===== src/rtl/tlu_event_framer_if.sv =====
// Stream bundle between the TLU master FIFO, the event framer and the
// 32-bit readout FIFO. The framer takes the master side: it pops the
// 16-bit source and drives the 32-bit output stream.
interface tlu_event_framer_if;
  // 16-bit first-word-fall-through source (TLU master FIFO)
  logic        SRC_EMPTY;
  logic [15:0] SRC_DATA;
  logic        SRC_READ;

  // 32-bit valid/ready output stream (readout FIFO)
  logic [31:0] OUT_DATA;
  logic        OUT_VALID;
  logic        OUT_READY;

  modport master (
    input  SRC_EMPTY,
    input  SRC_DATA,
    output SRC_READ,
    output OUT_DATA,
    output OUT_VALID,
    input  OUT_READY
  );

  modport slave (
    output SRC_EMPTY,
    output SRC_DATA,
    input  SRC_READ,
    input  OUT_DATA,
    input  OUT_VALID,
    output OUT_READY
  );
endinterface


===== src/rtl/tlu_event_framer.sv =====
// TLU event framer: drains WORDS_PER_EVT 16-bit words per event from the TLU
// master FIFO and emits one header word plus WORDS_PER_EVT/2 packed 32-bit
// data words on a registered valid/ready stream. The header carries a
// free-running 16-bit event sequence number so software can spot drops.
module tlu_event_framer #(
  parameter logic [3:0] HEADER_ID     = 4'hC,
  parameter int         WORDS_PER_EVT = 8    // must be even and >= 2
) (
  input  logic                   BUS_CLK,
  input  logic                   RST,
  input  logic                   EN,
  tlu_event_framer_if.master     bus,
  output logic [15:0]            EVENT_CNT,
  output logic                   BUSY
);

  localparam int PAIRS  = WORDS_PER_EVT / 2;
  localparam int PAIR_W = (PAIRS > 1) ? $clog2(PAIRS) : 1;
  localparam logic [PAIR_W-1:0] LAST_PAIR = PAIR_W'(PAIRS - 1);

  typedef enum logic [2:0] {
    IDLE,
    HDR,
    RD_LO,
    RD_HI,
    SEND
  } state_t;

  state_t              state;
  state_t              state_next;

  logic [PAIR_W-1:0]   pair_cnt;
  logic [15:0]         lo_word;
  logic [15:0]         event_cnt;
  logic [31:0]         out_data;
  logic                out_valid;

  // Control strobes decoded from the current state and handshakes
  logic                pop;
  logic                load_hdr;
  logic                latch_lo;
  logic                load_data;
  logic                accept;
  logic                pair_done;
  logic                evt_done;

  // State register.
  // NOTE: reset here is synchronous (sampled on BUS_CLK) because RST is shared
  // with the upstream FIFO, which also resets on the clock edge.
  always_ff @(posedge BUS_CLK) begin
    if (RST) begin
      state <= IDLE;
    end else begin
      // NOTE: all clocked state uses non-blocking assignment so every register
      // samples pre-edge values regardless of process ordering.
      state <= state_next;
    end
  end

  // Next-state and control strobe decode.
  always_comb begin
    // NOTE: every output of this block gets a default first, so no path leaves
    // a signal unassigned and no latch is inferred.
    state_next = state;
    pop        = 1'b0;
    load_hdr   = 1'b0;
    latch_lo   = 1'b0;
    load_data  = 1'b0;
    accept     = 1'b0;
    pair_done  = 1'b0;
    evt_done   = 1'b0;

    case (state)
      IDLE: begin
        // EN only gates the start of an event; an event in flight always completes.
        if (EN && !bus.SRC_EMPTY) begin
          load_hdr   = 1'b1;
          state_next = HDR;
        end
      end

      HDR: begin
        // OUT_VALID is always set in HDR, so OUT_READY alone is the accept.
        if (bus.OUT_READY) begin
          accept     = 1'b1;
          state_next = RD_LO;
        end
      end

      RD_LO: begin
        if (!bus.SRC_EMPTY) begin
          pop        = 1'b1;
          latch_lo   = 1'b1;
          state_next = RD_HI;
        end
      end

      RD_HI: begin
        if (!bus.SRC_EMPTY) begin
          pop        = 1'b1;
          load_data  = 1'b1;
          state_next = SEND;
        end
      end

      SEND: begin
        if (bus.OUT_READY) begin
          accept    = 1'b1;
          pair_done = 1'b1;
          if (pair_cnt == LAST_PAIR) begin
            evt_done   = 1'b1;
            state_next = IDLE;
          end else begin
            state_next = RD_LO;
          end
        end
      end

      default: begin
        state_next = IDLE;
      end
    endcase
  end

  // Output word register, low-word holding register and counters.
  always_ff @(posedge BUS_CLK) begin
    if (RST) begin
      out_data  <= '0;
      out_valid <= 1'b0;
      lo_word   <= '0;
      pair_cnt  <= '0;
      event_cnt <= '0;
    end else begin
      if (load_hdr) begin
        // Header carries the sequence number of this event (pre-increment).
        out_data  <= {HEADER_ID, 12'h000, event_cnt};
        out_valid <= 1'b1;
      end

      if (latch_lo) begin
        lo_word <= bus.SRC_DATA;
      end

      if (load_data) begin
        // Low 16-bit word arrives first and lands in the low half.
        out_data  <= {bus.SRC_DATA, lo_word};
        out_valid <= 1'b1;
      end

      if (accept) begin
        out_valid <= 1'b0;
      end

      if (pair_done) begin
        if (evt_done) begin
          pair_cnt  <= '0;
          event_cnt <= event_cnt + 16'd1;  // wraps FFFF -> 0000
        end else begin
          pair_cnt  <= pair_cnt + 1'b1;
        end
      end
    end
  end

  // The pop is combinational against the FWFT source; reset masks it so the
  // shared-reset FIFO never sees a read while both sides are realigning.
  assign bus.SRC_READ  = pop && !RST;
  assign bus.OUT_DATA  = out_data;
  assign bus.OUT_VALID = out_valid;
  assign EVENT_CNT     = event_cnt;
  assign BUSY          = (state != IDLE);

endmodule


===== src/flat_wrapper.sv =====
// flat-port wrapper written by rule: the top's interface ports become plain ports
module tlu_event_framer_flat 
#(
  parameter logic [3:0] HEADER_ID     = 4'hC,
  parameter int         WORDS_PER_EVT = 8                            
)
  (BUS_CLK, RST, EN, EVENT_CNT, BUSY, bus_SRC_EMPTY, bus_SRC_DATA, bus_SRC_READ, bus_OUT_DATA, bus_OUT_VALID, bus_OUT_READY);
  tlu_event_framer_if bus_i ();
  input  logic BUS_CLK;
  input  logic RST;
  input  logic EN;
  output logic [15:0] EVENT_CNT;
  output logic BUSY;
  input wire logic [$bits(bus_i.SRC_EMPTY)-1:0] bus_SRC_EMPTY;
  input wire logic [$bits(bus_i.SRC_DATA)-1:0] bus_SRC_DATA;
  output wire logic [$bits(bus_i.SRC_READ)-1:0] bus_SRC_READ;
  output wire logic [$bits(bus_i.OUT_DATA)-1:0] bus_OUT_DATA;
  output wire logic [$bits(bus_i.OUT_VALID)-1:0] bus_OUT_VALID;
  input wire logic [$bits(bus_i.OUT_READY)-1:0] bus_OUT_READY;
  assign bus_i.SRC_EMPTY = bus_SRC_EMPTY;
  assign bus_i.SRC_DATA = bus_SRC_DATA;
  assign bus_SRC_READ = bus_i.SRC_READ;
  assign bus_OUT_DATA = bus_i.OUT_DATA;
  assign bus_OUT_VALID = bus_i.OUT_VALID;
  assign bus_i.OUT_READY = bus_OUT_READY;
  tlu_event_framer #(.HEADER_ID(HEADER_ID), .WORDS_PER_EVT(WORDS_PER_EVT)) u_core (.BUS_CLK(BUS_CLK), .RST(RST), .EN(EN), .bus(bus_i), .EVENT_CNT(EVENT_CNT), .BUSY(BUSY));
endmodule

===== config.mk =====
export PLATFORM = sky130hd
export DESIGN_NAME = tlu_event_framer_flat
export DESIGN_NICKNAME = d
export VERILOG_FILES = /design/src/rtl/tlu_event_framer_if.sv /design/src/rtl/tlu_event_framer.sv /design/src/flat_wrapper.sv
export SDC_FILE = /design/constraint.sdc
export NUM_CORES = 1
export LEC_CHECK = 0
export BUFFER_PORTS_ARGS = -buffer_cell sky130_fd_sc_hd__buf_2
export CORE_MARGIN = 2
export CORE_UTILIZATION = 40
export CTS_BUF_LIST = sky130_fd_sc_hd__clkbuf_16
export CTS_CLUSTER_DIAMETER = 60
export DETAILED_ROUTE_END_ITERATION = 16
export PLACE_DENSITY_LB_ADDON = 0.15
export SLEW_MARGIN = 10
export SYNTH_ARGS = -nofsm -noshare
export SYNTH_HDL_FRONTEND = slang
export SYNTH_SLANG_ARGS = --single-unit

===== constraint.sdc =====
create_clock -name BUS_CLK -period 1.9 [get_ports BUS_CLK]
set_input_delay 0.38 -clock BUS_CLK [delete_from_list [all_inputs] [get_ports BUS_CLK]]
set_output_delay 0.38 -clock BUS_CLK [all_outputs]
set_load 0.005 [all_outputs]

* After elaboration in Yosys (flattened, before gate mapping)
Index checks and enable logic that the tools add are counted.
Storage, ports and cells: flip-flop bits (word level) 70, word-level logic and storage cells 54
Cells by class: equal/unequal tests 10, reduce and logical (&&, ||, !) cells 12, add/sub/neg operators 2, multiplexer cells 24
Operator list (number):
- $mux W32 | 2
- $add A16 B1 Y16 const B | 1
- $mux W3 | 5
- $pmux W3 S5 | 1
- $mux W1 | 14
- $ne A2 B2 Y1 const B | 4
- $eq A3 B2 Y1 const B | 2
- $reduce_or A2 Y1 | 3
- $reduce_and A5 Y1 | 1
- $mux W2 | 2
- $eq A3 B1 Y1 const B | 1
- $eq A3 B3 Y1 const B | 1
- $logic_not A3 Y1 | 1
- $reduce_bool A3 Y1 | 1
- $add A2 B1 Y2 const B | 1
- $eq A2 B2 Y1 const B | 1
- $logic_and A1 B1 Y1 | 2
- $logic_not A1 Y1 | 2
- $ne A2 B1 Y1 const B | 1
- $reduce_and A2 Y1 | 1
- $reduce_bool A2 Y1 | 1

* Longest topological paths before layout
Gate-level depths: netlist of run 1.
word-level depth 6, gate-level depth with buffers 7

* Worst setup path before layout of run 1
OpenSTA, ideal clock, no wires.
path kind register -> register, start register u_core.pair_cnt[0], end register u_core.event_cnt[15], in the netlist u_core.EVENT_CNT[15], data required time 1830 ps, data arrival time 1474 ps, stages on the path, launching flop included 6, setup slack 355 ps, clock period less this slack 1545 ps, cell sequence dfxtp_1 ha_1 and4_1 nand4_4 or3_1 a21oi_1
On the way: word-level cells in the longest chain between the ends 5
RTL lines:
- from (decl) | line tlu_event_framer.sv:32 | logic [PAIR_W-1:0] pair_cnt;
- from (signal assigned) | line tlu_event_framer.sv:159 | pair_cnt <= pair_cnt + 1'b1;
- $eq A2 B2 Y1 | line tlu_event_framer.sv:110 | if (pair_cnt == LAST_PAIR) begin
- $mux W1 | line tlu_event_framer.sv:110
- $mux W1 | line tlu_event_framer.sv:107 | if (bus.OUT_READY) begin
- $mux W1 | line tlu_event_framer.sv:73 | case (state)
- $reduce_and A2 Y1 (no source line)
- to (signal assigned) | line tlu_event_framer.sv:157 | event_cnt <= event_cnt + 16'd1;
- to (decl) | line tlu_event_framer.sv:34 | logic [15:0] event_cnt;
Every way passes these cells. A chain may end at the register's enable or synchronous reset.

* Worst setup path after layout of run 1
start register u_core.state[2], end output port bus_SRC_READ
On the way: word-level cells in the longest chain between the ends 4
RTL lines:
- from (decl) | line tlu_event_framer.sv:29 | state_t state;
- from (signal assigned) | line tlu_event_framer.sv:56 | state <= state_next;
- $eq A3 B2 Y1 | line tlu_event_framer.sv:73
- $reduce_or A2 Y1 (no source line) *
- $mux W1 *
- $logic_and A1 B1 Y1 * | line tlu_event_framer.sv:167 | assign bus.SRC_READ = pop && !RST;
- to (decl) | line flat_wrapper.sv:16 | output wire logic [$bits(bus_i.SRC_READ)-1:0] bus_SRC_READ;
Mark *: on every way between the ends. The rest lies on a longest branch, timed or not.

==> results of run 1 <==
==> flip-flops by register name, summed over array words and instances, names as in the netlist <==
name and flops:
u_core.EVENT_CNT 16, u_core.state 3, u_core.pair_cnt 2, u_core.bus.OUT_VALID 1, u_core.lo_word 16, u_core.bus.OUT_DATA 32
==> layout make-up <==
class / instances / area [sq um] / area share (%)
clock buffers: 9 / 225 / 6.07
well taps: 99 / 124 / 3.34
repair buffers: 79 / 440 / 11.9
multi-input cells: 241 / 1390 / 37.4
flip-flops and latches: 70 / 1400 / 37.8
inverters: 5 / 18.8 / 0.506
clock inverters: 7 / 113 / 3.03
==> kinds of logic (layout without fill, tap and decap cells) <==
| group | after synthesis | count (layout) | synth area share, % |
|---|---|---|---|
| simple gates | 160 | 160 | 25.9 |
| compound gates | 70 | 70 | 17.8 |
| buf+inv | 28 | 100 | 5.07 |
| xor+xnor | 9 | 9 | 2.68 |
| flops | 70 | 70 | 47.7 |
| fa+ha+maj | 2 | 2 | 0.852 |
==> layer usage <==
metal	track usage (%)	vias up
met5	0	-
met3	3.19	10
li1	-	1312
met4	7.69	0
met2	26.8	53
met1	23.2	1209
==> critical path: cells and delay by family (launching register included) <==
kind,cells,cell delay [ns]
buf+inv,1,0.11
flops,1,0.42
simple gates,2,0.58
==> repair_timing <==
| action | 4_1_cts | 5_1_grt |
|---|---|---|
| setup endpoints to repair | 1 | 0 |
| resized for setup | 1 | 0 |
| buffers inserted | 0 | 0 |
==> worst max-delay path by stage <==
stage               slack (ns)                                 to
detailed placement        0.16  u_core.EVENT_CNT[10]$_SDFFE_PP0P_
floorplan                 0.36  u_core.EVENT_CNT[15]$_SDFFE_PP0P_
global route              0.03  u_core.EVENT_CNT[10]$_SDFFE_PP0P_
CTS                       0.08                       bus_SRC_READ
global placement          0.23  u_core.EVENT_CNT[14]$_SDFFE_PP0P_
finish                     0.1                       bus_SRC_READ
==> power breakdown <==
group          switching [W]  internal [W]  leakage [nW]
registers          0.0000146       0.00149         0.565
clock network       0.000611       0.00127         0.167
logic              0.0000992     0.0000603         0.816
==> placed cells by master (no fill, tap or decap), types with 2 or more instances in the layout <==
master     instances
nand3_1            8
or3_1              7
nor2_1            45
nand2_1           73
a211oi_1           2
and3_1             4
nor3b_1            2
a311oi_2           8
ha_1               2
inv_1              5
buf_12             2
clkbuf_16          9
buf_2             71
dfxtp_1           69
xnor2_1            2
nand4_1            3
a21oi_1           28
bufinv_16          3
o21ai_0            8
buf_4              6
a22oi_1           14
clkinv_2           2
nor3_1             6
xor2_1             7
and4_1             3
a311oi_1           8
==> metrics by stage <==
step / cell area (sq um) / cells / power (W) / util [%] / hold WS (ns)
2_1_floorplan: 2940 / 339 / 0.00163 / - / 0.437
4_1_cts: 3710 / 510 / 0.00357 / 51.7 / 0.300
3_3_place_gp: 3370 / 494 / 0.00169 / 47.0 / 0.446
6_report: 3710 / 510 / 0.00354 / 51.7 / 0.307
5_1_grt: 3710 / 510 / 0.00366 / 51.7 / 0.307
3_5_place_dp: 3370 / 494 / 0.00169 / 47.0 / 0.446
==> metrics, run 1 <==
Final Hold Fails 0; FFs w/ async S/R, synth 0%; Max Clock Skew 0.00485 ns; antenna violations before repair 0; R2R Path Start u_core.state[2]$_SDFFE_PP0P_; vias 2584; I/O Pins 72; Hold EP u_core.lo_word[2]$_SDFFE_PP0P_; first-pass GRT wire length 11400 microns; overall routing resource usage 17.1%; routed len/inst 13.7 microns; Setup WS pre-CTS 0.163 ns; outcome completed; count leader, synth nand2_1; CTS tree built; Antenna Nets Post-Route 0; Setup TNS 0 ns; hold_sp bus_SRC_DATA[2]; largest cells by area after synthesis dfxtp_1 (48%), nand2_1 (9.3%), nor2_1 (5.7%); Synth cell types 35; final period utilization 94.9%; Slew Viols, Final 0; Slowest-stage cell, CP or3b_1; Max Cap Viol 0; Peak VDD IR 0.554 mV; worst r2r path cells 4; standard-cell rows 31; reg2reg setup slack 0.15 ns; actual slew at the worst max-slew pin 0.524 ns; hold_buf cts 0; Die H 89.7 microns; final wirelength 6980 microns; port buffer count 71; gpl congestion 0.849; aggregate global routing overflow 0; post-synth top area cell dfxtp_1; Seq/Total Area, Yosys 47.7%; flops & latches, synth 70; Layout fillers 710; crit path time final 1.80 ns; Worst path max stage delay 0.48 ns; Ant. Diodes 0; Worst Setup SP u_core.state[2]$_SDFFE_PP0P_; worst path required time 1.52 ns; hold depth 3; die area 8050 sq um; HPWL after DPL 4830 microns; CP cell instances or3b_1, nor2_1, buf_2; Netlist Area Pre-Place 2940 sq um; Highest Signal Layer met4; via/cell ratio 5.07; routed length on met3 288 microns; Detailed Route Iter0 Violations 133; post-route worst setup slack 0.0960 ns; Initial Utilization 40.9%; Layout Area Growth over Synthesis 26.3%; Final setup viols 0; share of cells above drive strength 1 26.8%; Final nets 429; Pleak 1.55 nW; Synth Warn # 0; Syn Nets 362; largest net degree at the start of global routing 71; worst hold path class in2reg; Crit Path Max Fanout 10; Root Buffer Master clkbuf_16; Sinks on Clock Net 70; Met1 Wirelength 3290 microns; Post-Synthesis Cells 339; vias in the first global route 2411; TritonRoute pass-1 iters 4; kind of critical path reg2out; Post-synth EDFFs 0; H-tree levels 3; Critical Path AT 1.42 ns; Syn Area/Cell 8.67 sq um; top cell type's share of synthesized area 47.7%; crit start category flop; total CTS buffers 9; r2r endpoint u_core.EVENT_CNT[10]$_SDFFE_PP0P_; worst relative slew slack 65.0%; crit end category output pin; DRC Markers 0; fmax 0.554 GHz; Primary FF master, synth dfxtp_1; Core Region 7180 sq um; Cell Pwr Density 955 nW/um^2; Post-synth top cells nand2_1 (73), dfxtp_1 (70), nor2_1 (45); Die Wd 89.7 microns; Clock Latency Late Sink 0.32 ns; clock transition at the registers of the reported paths 0.05 ns; met2 WL 3300 microns; CTS Buffer Depth 2; RSZ-0062 raised after global routing no
Note: power is estimated with default switching activity, not from simulation.
==> run 2, diff against run 1 <==
SLEW_MARGIN = 25   (was 10)
clock period = 1.7 ns   (was 1.9 ns; I/O delays follow)
==> run 2 against run 1 <==
Net effect: non-clock buffer count is 12 higher; largest cell class unchanged; via count is 2.5% higher; critical path depth stayed put; clock skew is 0.0010 ns higher; core utilization is 2.1 points higher; critical path type unchanged; global-route usage is 0.82 points higher; power is 16% higher; sequential power is 11% higher; die area stayed put; highest routed layer unchanged; combinational power is 22% higher; clock-buffer cell count stayed put; flip-flop and latch count stayed put.
==> metrics, run 2 (synthesis results as in run 1) <==
DRC Markers 0 (unchanged); vias in the first global route 2460 (+2.0%); Critical Path AT 1.32 ns (-0.10 ns); Final setup viols 0 (unchanged); share of cells above drive strength 1 29.3% (+2.6 points); first-pass GRT wire length 11800 microns (+3.0%); Core Region 7180 sq um (unchanged); Final Hold Fails 0 (unchanged); routed len/inst 14.0 microns (+2.0%); Crit Path Max Fanout 8 (-2); max reg flops 32 (unchanged); Sinks on Clock Net 70 (unchanged); crit start category flop; worst r2r path cells 5 (+1); worst path required time 1.36 ns (-0.16 ns); Detailed Route Iter0 Violations 169 (+27%); standard-cell rows 31 (unchanged); Pleak 1.63 nW (+5.0%); actual slew at the worst max-slew pin 0.463 ns (-0.0610 ns); most frequent cells in the layout nand2_1 (73), buf_2 (71), dfxtp_1 (68); worst relative slew slack 69.1% (+4.1 points); total CTS buffers 9 (unchanged); outcome completed; crit end category output pin; CTS Buffer Depth 2 (unchanged); Root Buffer Master clkbuf_16; hold_sp bus_SRC_DATA[5]; Layout fillers 720 (+1.4%); r2r endpoint u_core.EVENT_CNT[15]$_SDFFE_PP0P_; Layout Area Growth over Synthesis 31.3%; port buffer count 71 (unchanged); I/O Pins 72 (unchanged); Setup WS pre-CTS 0.0852 ns (-0.0779 ns); Antenna Nets Post-Route 0 (unchanged); overall routing resource usage 18.0% (+0.82 points); final std cell area, no fill 3860 sq um (+4.0%); R2R Path Start u_core.pair_cnt[0]$_SDFFE_PP0P_; reg2reg setup slack 0.12 ns (-0.03 ns); kind of critical path reg2out; H-tree levels 3 (unchanged); final wirelength 7280 microns (+4.4%); largest net degree at the start of global routing 71 (unchanged); dpl cell area 3470 sq um (+2.8%); fmax 0.602 GHz; RSZ-0062 raised after global routing no; Initial Utilization 40.9% (unchanged); Cell Pwr Density 1070 nW/um^2 (+12%); worst hold path class in2reg; Final nets 441 (+2.8%); clock transition at the registers of the reported paths 0.06 ns (about the same); vias 2649 (+2.5%); die area 8050 sq um (unchanged); post-route worst setup slack 0.0395 ns (-0.0565 ns); Die H 89.7 microns (unchanged); CTS tree built; final period utilization 97.7%; Ant. Diodes 0 (unchanged); crit path time final 1.66 ns; Clock Latency Late Sink 0.33 ns (about the same); FF/Latch Area 1410 sq um (+0.45%); Peak VDD IR 0.546 mV (-1.5%); gpl congestion 0.858 (+1.0%); Slew Viols, Final 0 (unchanged); antenna violations before repair 0 (unchanged); Hold EP u_core.lo_word[5]$_SDFFE_PP0P_; TritonRoute pass-1 iters 4 (unchanged); hold depth 3 (unchanged); aggregate global routing overflow 0 (unchanged); footprint of the multi-input gates 1390 sq um (+0.18%); Die Wd 89.7 microns (unchanged); via/cell ratio 5.07 (+0.16%); commonest non-fill, non-tap cell in the layout nand2_1; Setup TNS 0 ns (unchanged); HPWL after DPL 4960 microns (+2.7%); Max Cap Viol 0 (unchanged); Max Clock Skew 0.00586 ns (+0.00101 ns)
[run 2: per-stage QoR]
step / util, % / power [W] / cells / hold slack, ns
3_3_place_gp: 48.3 / 0.00190 / 505 / 0.446
3_5_place_dp: 48.3 / 0.00191 / 505 / 0.449
4_1_cts: 53.4 / 0.00417 / 521 / 0.254
6_report: 53.8 / 0.00412 / 522 / 0.263
5_1_grt: 53.8 / 0.00426 / 522 / 0.262
2_1_floorplan: - / 0.00182 / 339 / 0.437
[run 2: cell type report]
type,instances,share of cell area [%]
flip-flops and latches,70,36.5
multi-input cells,241,36.0
repair buffers,91,14.4
clock buffers,9,5.84
clock inverters,7,3.53
well taps,99,3.21
inverters,5,0.486
[run 2: critical path, cell delays in order, from the launching register on]
cell     delay, ns
dfxtp_4       0.37
or3b_4        0.42
nor2_1        0.09
buf_2         0.11
[run 2: worst max path at each step]
stage                                    start  slack, ns  cells past startpoint                           endpoint
2_1_floorplan  u_core.pair_cnt[0]$_SDFFE_PP0P_       0.16                      5  u_core.EVENT_CNT[15]$_SDFFE_PP0P_
3_3_place_gp      u_core.state[2]$_SDFFE_PP0P_       0.14                      4  u_core.EVENT_CNT[10]$_SDFFE_PP0P_
3_5_place_dp      u_core.state[2]$_SDFFE_PP0P_       0.09                      4  u_core.EVENT_CNT[14]$_SDFFE_PP0P_
4_1_cts           u_core.state[2]$_SDFFE_PP0P_       0.01                      3                       bus_SRC_READ
5_1_grt           u_core.state[2]$_SDFFE_PP0P_      0.008                      3                       bus_SRC_READ
6_report          u_core.state[2]$_SDFFE_PP0P_       0.04                      3                       bus_SRC_READ
[run 2: report_power, final]
| part | internal (W) | switching, W |
|---|---|---|
| registers | 0.00166 | 0.0000154 |
| clock network | 0.00157 | 0.000683 |
| logic | 0.0000793 | 0.000116 |
| total | 0.00331 | 0.000814 |
[run 2: timing repair]
| item | 4_1_cts | 5_1_grt |
|---|---|---|
| hold buffers | 0 | 0 |
| gates resized for setup | 3 | 2 |
| setup endpoints to repair | 1 | 1 |
| gates cloned | 0 | 0 |
| setup buffers | 0 | 1 |
[run 2: layer usage]
| layer | GRT usage, % | up-vias | share of wire [%] |
|---|---|---|---|
| met5 | 0 | - | 0 |
| met4 | 6.28 | 0 | 0.60 |
| met3 | 4.78 | 4 | 5.2 |
| met2 | 28.3 | 70 | 49 |
| met1 | 23.9 | 1235 | 45 |
| li1 | - | 1340 | - |
==> run 3, diff against run 2 <==
ABC_AREA = 1   (was unset)
==> run 3 against run 2 <==
Net effect: core utilization fell by 1.3 points; final area shrank 0.84%; sequential share of layout area is 0.15 points higher; flip-flop and latch count unchanged; power increased by 7.0%; maximum frequency up 2.4%; critical path type unchanged; synthesized area is 2.6% higher; sequential power rose by 10%; final cell count rose by 18%.
==> metrics, run 3 <==
outcome completed; Pleak 1.77 nW (+8.8%); fin util 52.5% (-1.3 points); TritonRoute pass-1 iters 4 (unchanged); Post-synth EDFFs 0 (unchanged); Layout fillers 772 (+7.2%); actual slew at the worst max-slew pin 0.433 ns (-0.0295 ns); aggregate global routing overflow 0 (unchanged); reg2reg setup slack 0.17 ns (+0.05 ns); FFs w/ async S/R, synth 0% (unchanged); Die Wd 90.8 microns (+1.2%); total CTS buffers 9 (unchanged); RSZ-0062 raised after global routing no; Setup TNS 0 ns (unchanged); clock transition at the registers of the reported paths 0.06 ns (about the same); worst relative slew slack 71.0% (+1.9 points); final hold slack 0.255 ns (-0.00853 ns); hold depth 3 (unchanged); HPWL after DPL 5640 microns (+14%); Syn Nets 459 (+27%); Ant. Diodes 0 (unchanged); Clock Latency Late Sink 0.33 ns (about the same); CTS tree built; DRC Markers 0 (unchanged); Final Hold Fails 0 (unchanged); max reg flops 32 (unchanged); Max Clock Skew 0.00727 ns (+0.00141 ns); crit end category output pin; Antenna Nets Post-Route 0 (unchanged); crit path time final 1.62 ns (-0.0390 ns); Detailed Route Iter0 Violations 134 (-21%); most frequent cells in the layout nand2_1 (105), nor2_1 (88), buf_2 (71); CP cell instances inv_1, nor4_1, buf_2; antenna violations before repair 0 (unchanged); Critical Path AT 1.28 ns (-0.04 ns); Sinks on Clock Net 70 (unchanged); Hold EP u_core.lo_word[5]$_SDFFE_PP0P_; Primary FF master, synth dfxtp_1; Final Non-Filler Cells 615 (+18%); standard-cell rows 31 (unchanged); worst hold path class in2reg; hold_sp bus_SRC_DATA[5]; Post-synth top cells nand2_1 (105), nor2_1 (89), dfxtp_1 (70); die area 8240 sq um (+2.4%); Peak VDD IR 0.633 mV (+16%); worst path required time 1.36 ns (about the same); Final setup viols 0 (unchanged); gpl congestion 0.873 (+1.7%); vias in the first global route 2775 (+13%); Slew Viols, Final 0 (unchanged); Final nets 534 (+21%); final std cell area, no fill 3830 sq um (-0.84%); vias 2982 (+13%); Max Cap Viol 0 (unchanged); Netlist Area Pre-Place 3010 sq um (+2.6%); commonest non-fill, non-tap cell in the layout nand2_1; dpl cells 599 (+19%); Post-Synthesis Cells 436 (+29%); CTS Buffer Depth 2 (unchanged); I/O Pins 72 (unchanged); Root Buffer Master clkbuf_16; Crit Path Max Fanout 6 (-2); largest cells by area after synthesis dfxtp_1 (47%), nand2_1 (13%), nor2_1 (11%); routed len/inst 12.9 microns (-7.6%); H-tree levels 3 (unchanged); port buffer count 71 (unchanged); Syn Area/Cell 6.91 sq um (-20%); kind of critical path reg2out; top cell type's share of synthesized area 46.5% (-1.2 points); worst r2r path cells 8 (+3); Cell Pwr Density 1150 nW/um^2 (+7.9%); largest net degree at the start of global routing 32 (-55%); dpl cell area 3500 sq um (+1.0%); Slowest-stage cell, CP dfxtp_2; Core Region 7290 sq um (+1.6%); crit start category flop; Layout Area Growth over Synthesis 27.0%; Synth Warn # 0 (unchanged); Synth cell types 25 (-29%); first-pass GRT wire length 13200 microns (+13%); flops & latches, synth 70 (unchanged); share of cells above drive strength 1 21.1% (-8.2 points); count leader, synth nand2_1; Die H 90.8 microns (+1.2%); post-synth top area cell dfxtp_1; Seq/Total Area, Yosys 46.5% (-1.2 points); R2R Path Start u_core.pair_cnt[0]$_SDFFE_PP0P_; final wirelength 7930 microns (+8.9%); r2r endpoint u_core.EVENT_CNT[6]$_SDFFE_PP0P_; fmax 0.617 GHz (+2.4%); Worst path max stage delay 0.40 ns (-0.02 ns); via/cell ratio 4.85 (-4.5%); Initial Utilization 41.3% (+0.38 points); final period utilization 95.4% (-2.3 points); overall routing resource usage 20.2% (+2.3 points); Setup Buffers After CTS 0 (unchanged)
[run 3: changes by cell type after synthesis, sizes merged, moves of 4 or more]
cell	change
nor2	+48
nand2	+33
inv	+31
o21ai	+23
nand3	+20
a311oi	-16
a22oi	-14
or3	-7
xor2	-7
nor3	+6
buf	-5
and3	-4
[run 3: how the worst max path moves through the flow]
stage                                     start                                end  slack, ns  cells after the start
4_1_cts            u_core.state[1]$_SDFFE_PP0P_                       bus_SRC_READ       0.08                      3
3_5_place_dp    u_core.pair_cnt[0]$_SDFFE_PP0P_  u_core.EVENT_CNT[15]$_SDFFE_PP0P_       0.18                      8
5_1_grt         u_core.pair_cnt[0]$_SDFFE_PP0P_  u_core.EVENT_CNT[13]$_SDFFE_PP0P_      0.002                      9
3_3_place_gp    u_core.pair_cnt[0]$_SDFFE_PP0P_  u_core.EVENT_CNT[15]$_SDFFE_PP0P_       0.23                      8
6_report           u_core.state[1]$_SDFFE_PP0P_                       bus_SRC_READ       0.08                      3
2_1_floorplan  u_core.EVENT_CNT[1]$_SDFFE_PP0P_  u_core.EVENT_CNT[12]$_SDFFE_PP0P_       0.36                      8
[run 3: routing by layer]
layer | routed length, microns | vias up | global-route usage [%]
li1 | - | 1539 | -
met1 | 3790 | 1332 | 27.1
met2 | 3570 | 100 | 32.2
met3 | 439 | 11 | 3.84
met4 | 126 | 0 | 8.21
met5 | 0 | - | 0
[run 3: through the flow]
stage / total power, W / worst slack [ns]
finish: 0.00441 / 0.0785
global route: 0.00462 / 0.00186
CTS: 0.00445 / 0.0782
detailed placement: 0.00247 / 0.181
global placement: 0.00247 / 0.234
floorplan: 0.00226 / 0.361
[run 3: timing repair]
| action | 4_1_cts | 5_1_grt |
|---|---|---|
| hold endpoints to repair | 0 | 0 |
| resized for setup | 1 | 2 |
| pin swaps | 0 | 0 |
| hold buffers | 0 | 0 |
| endpoints found under the setup margin | 1 | 2 |
[run 3: cells by family (layout without fill, tap and decap cells)]
kind of cell / Yosys count / in the layout / synth area share, %
flops: 70 / 70 / 46.5
buf+inv: 54 / 134 / 7.27
compound gates: 64 / 64 / 10.9
simple gates: 246 / 246 / 34.5
fa+ha+maj: 2 / 2 / 0.830
[run 3: layout make-up]
type                            instances  area, sq um  area share [%]
Multi-Input combinational cell        312         1400            36.6
Clock inverter                          7         88.8            2.32
Tap cell                               99          124            3.24
Inverter                               36          135            3.53
Timing Repair Buffer                   82          450            11.8
Sequential cell                        70         1400            36.7
Clock buffer                            9          225            5.89
[run 3: worst max-delay path: cells and delay by family (launching register included)]
kind                   cells  cell delay, ns
flip-flops                 1            0.40
AND/OR/NAND/NOR            1            0.28
buffers and inverters      2            0.27
[run 3: power by group]
group	internal, W	total (W)	switching, W
Combinational	0.000212	0.000601	0.000389
Clock	0.00128	0.00197	0.000695
Sequential	0.00176	0.00184	0.0000827
Total	0.00325	0.00441	0.00117
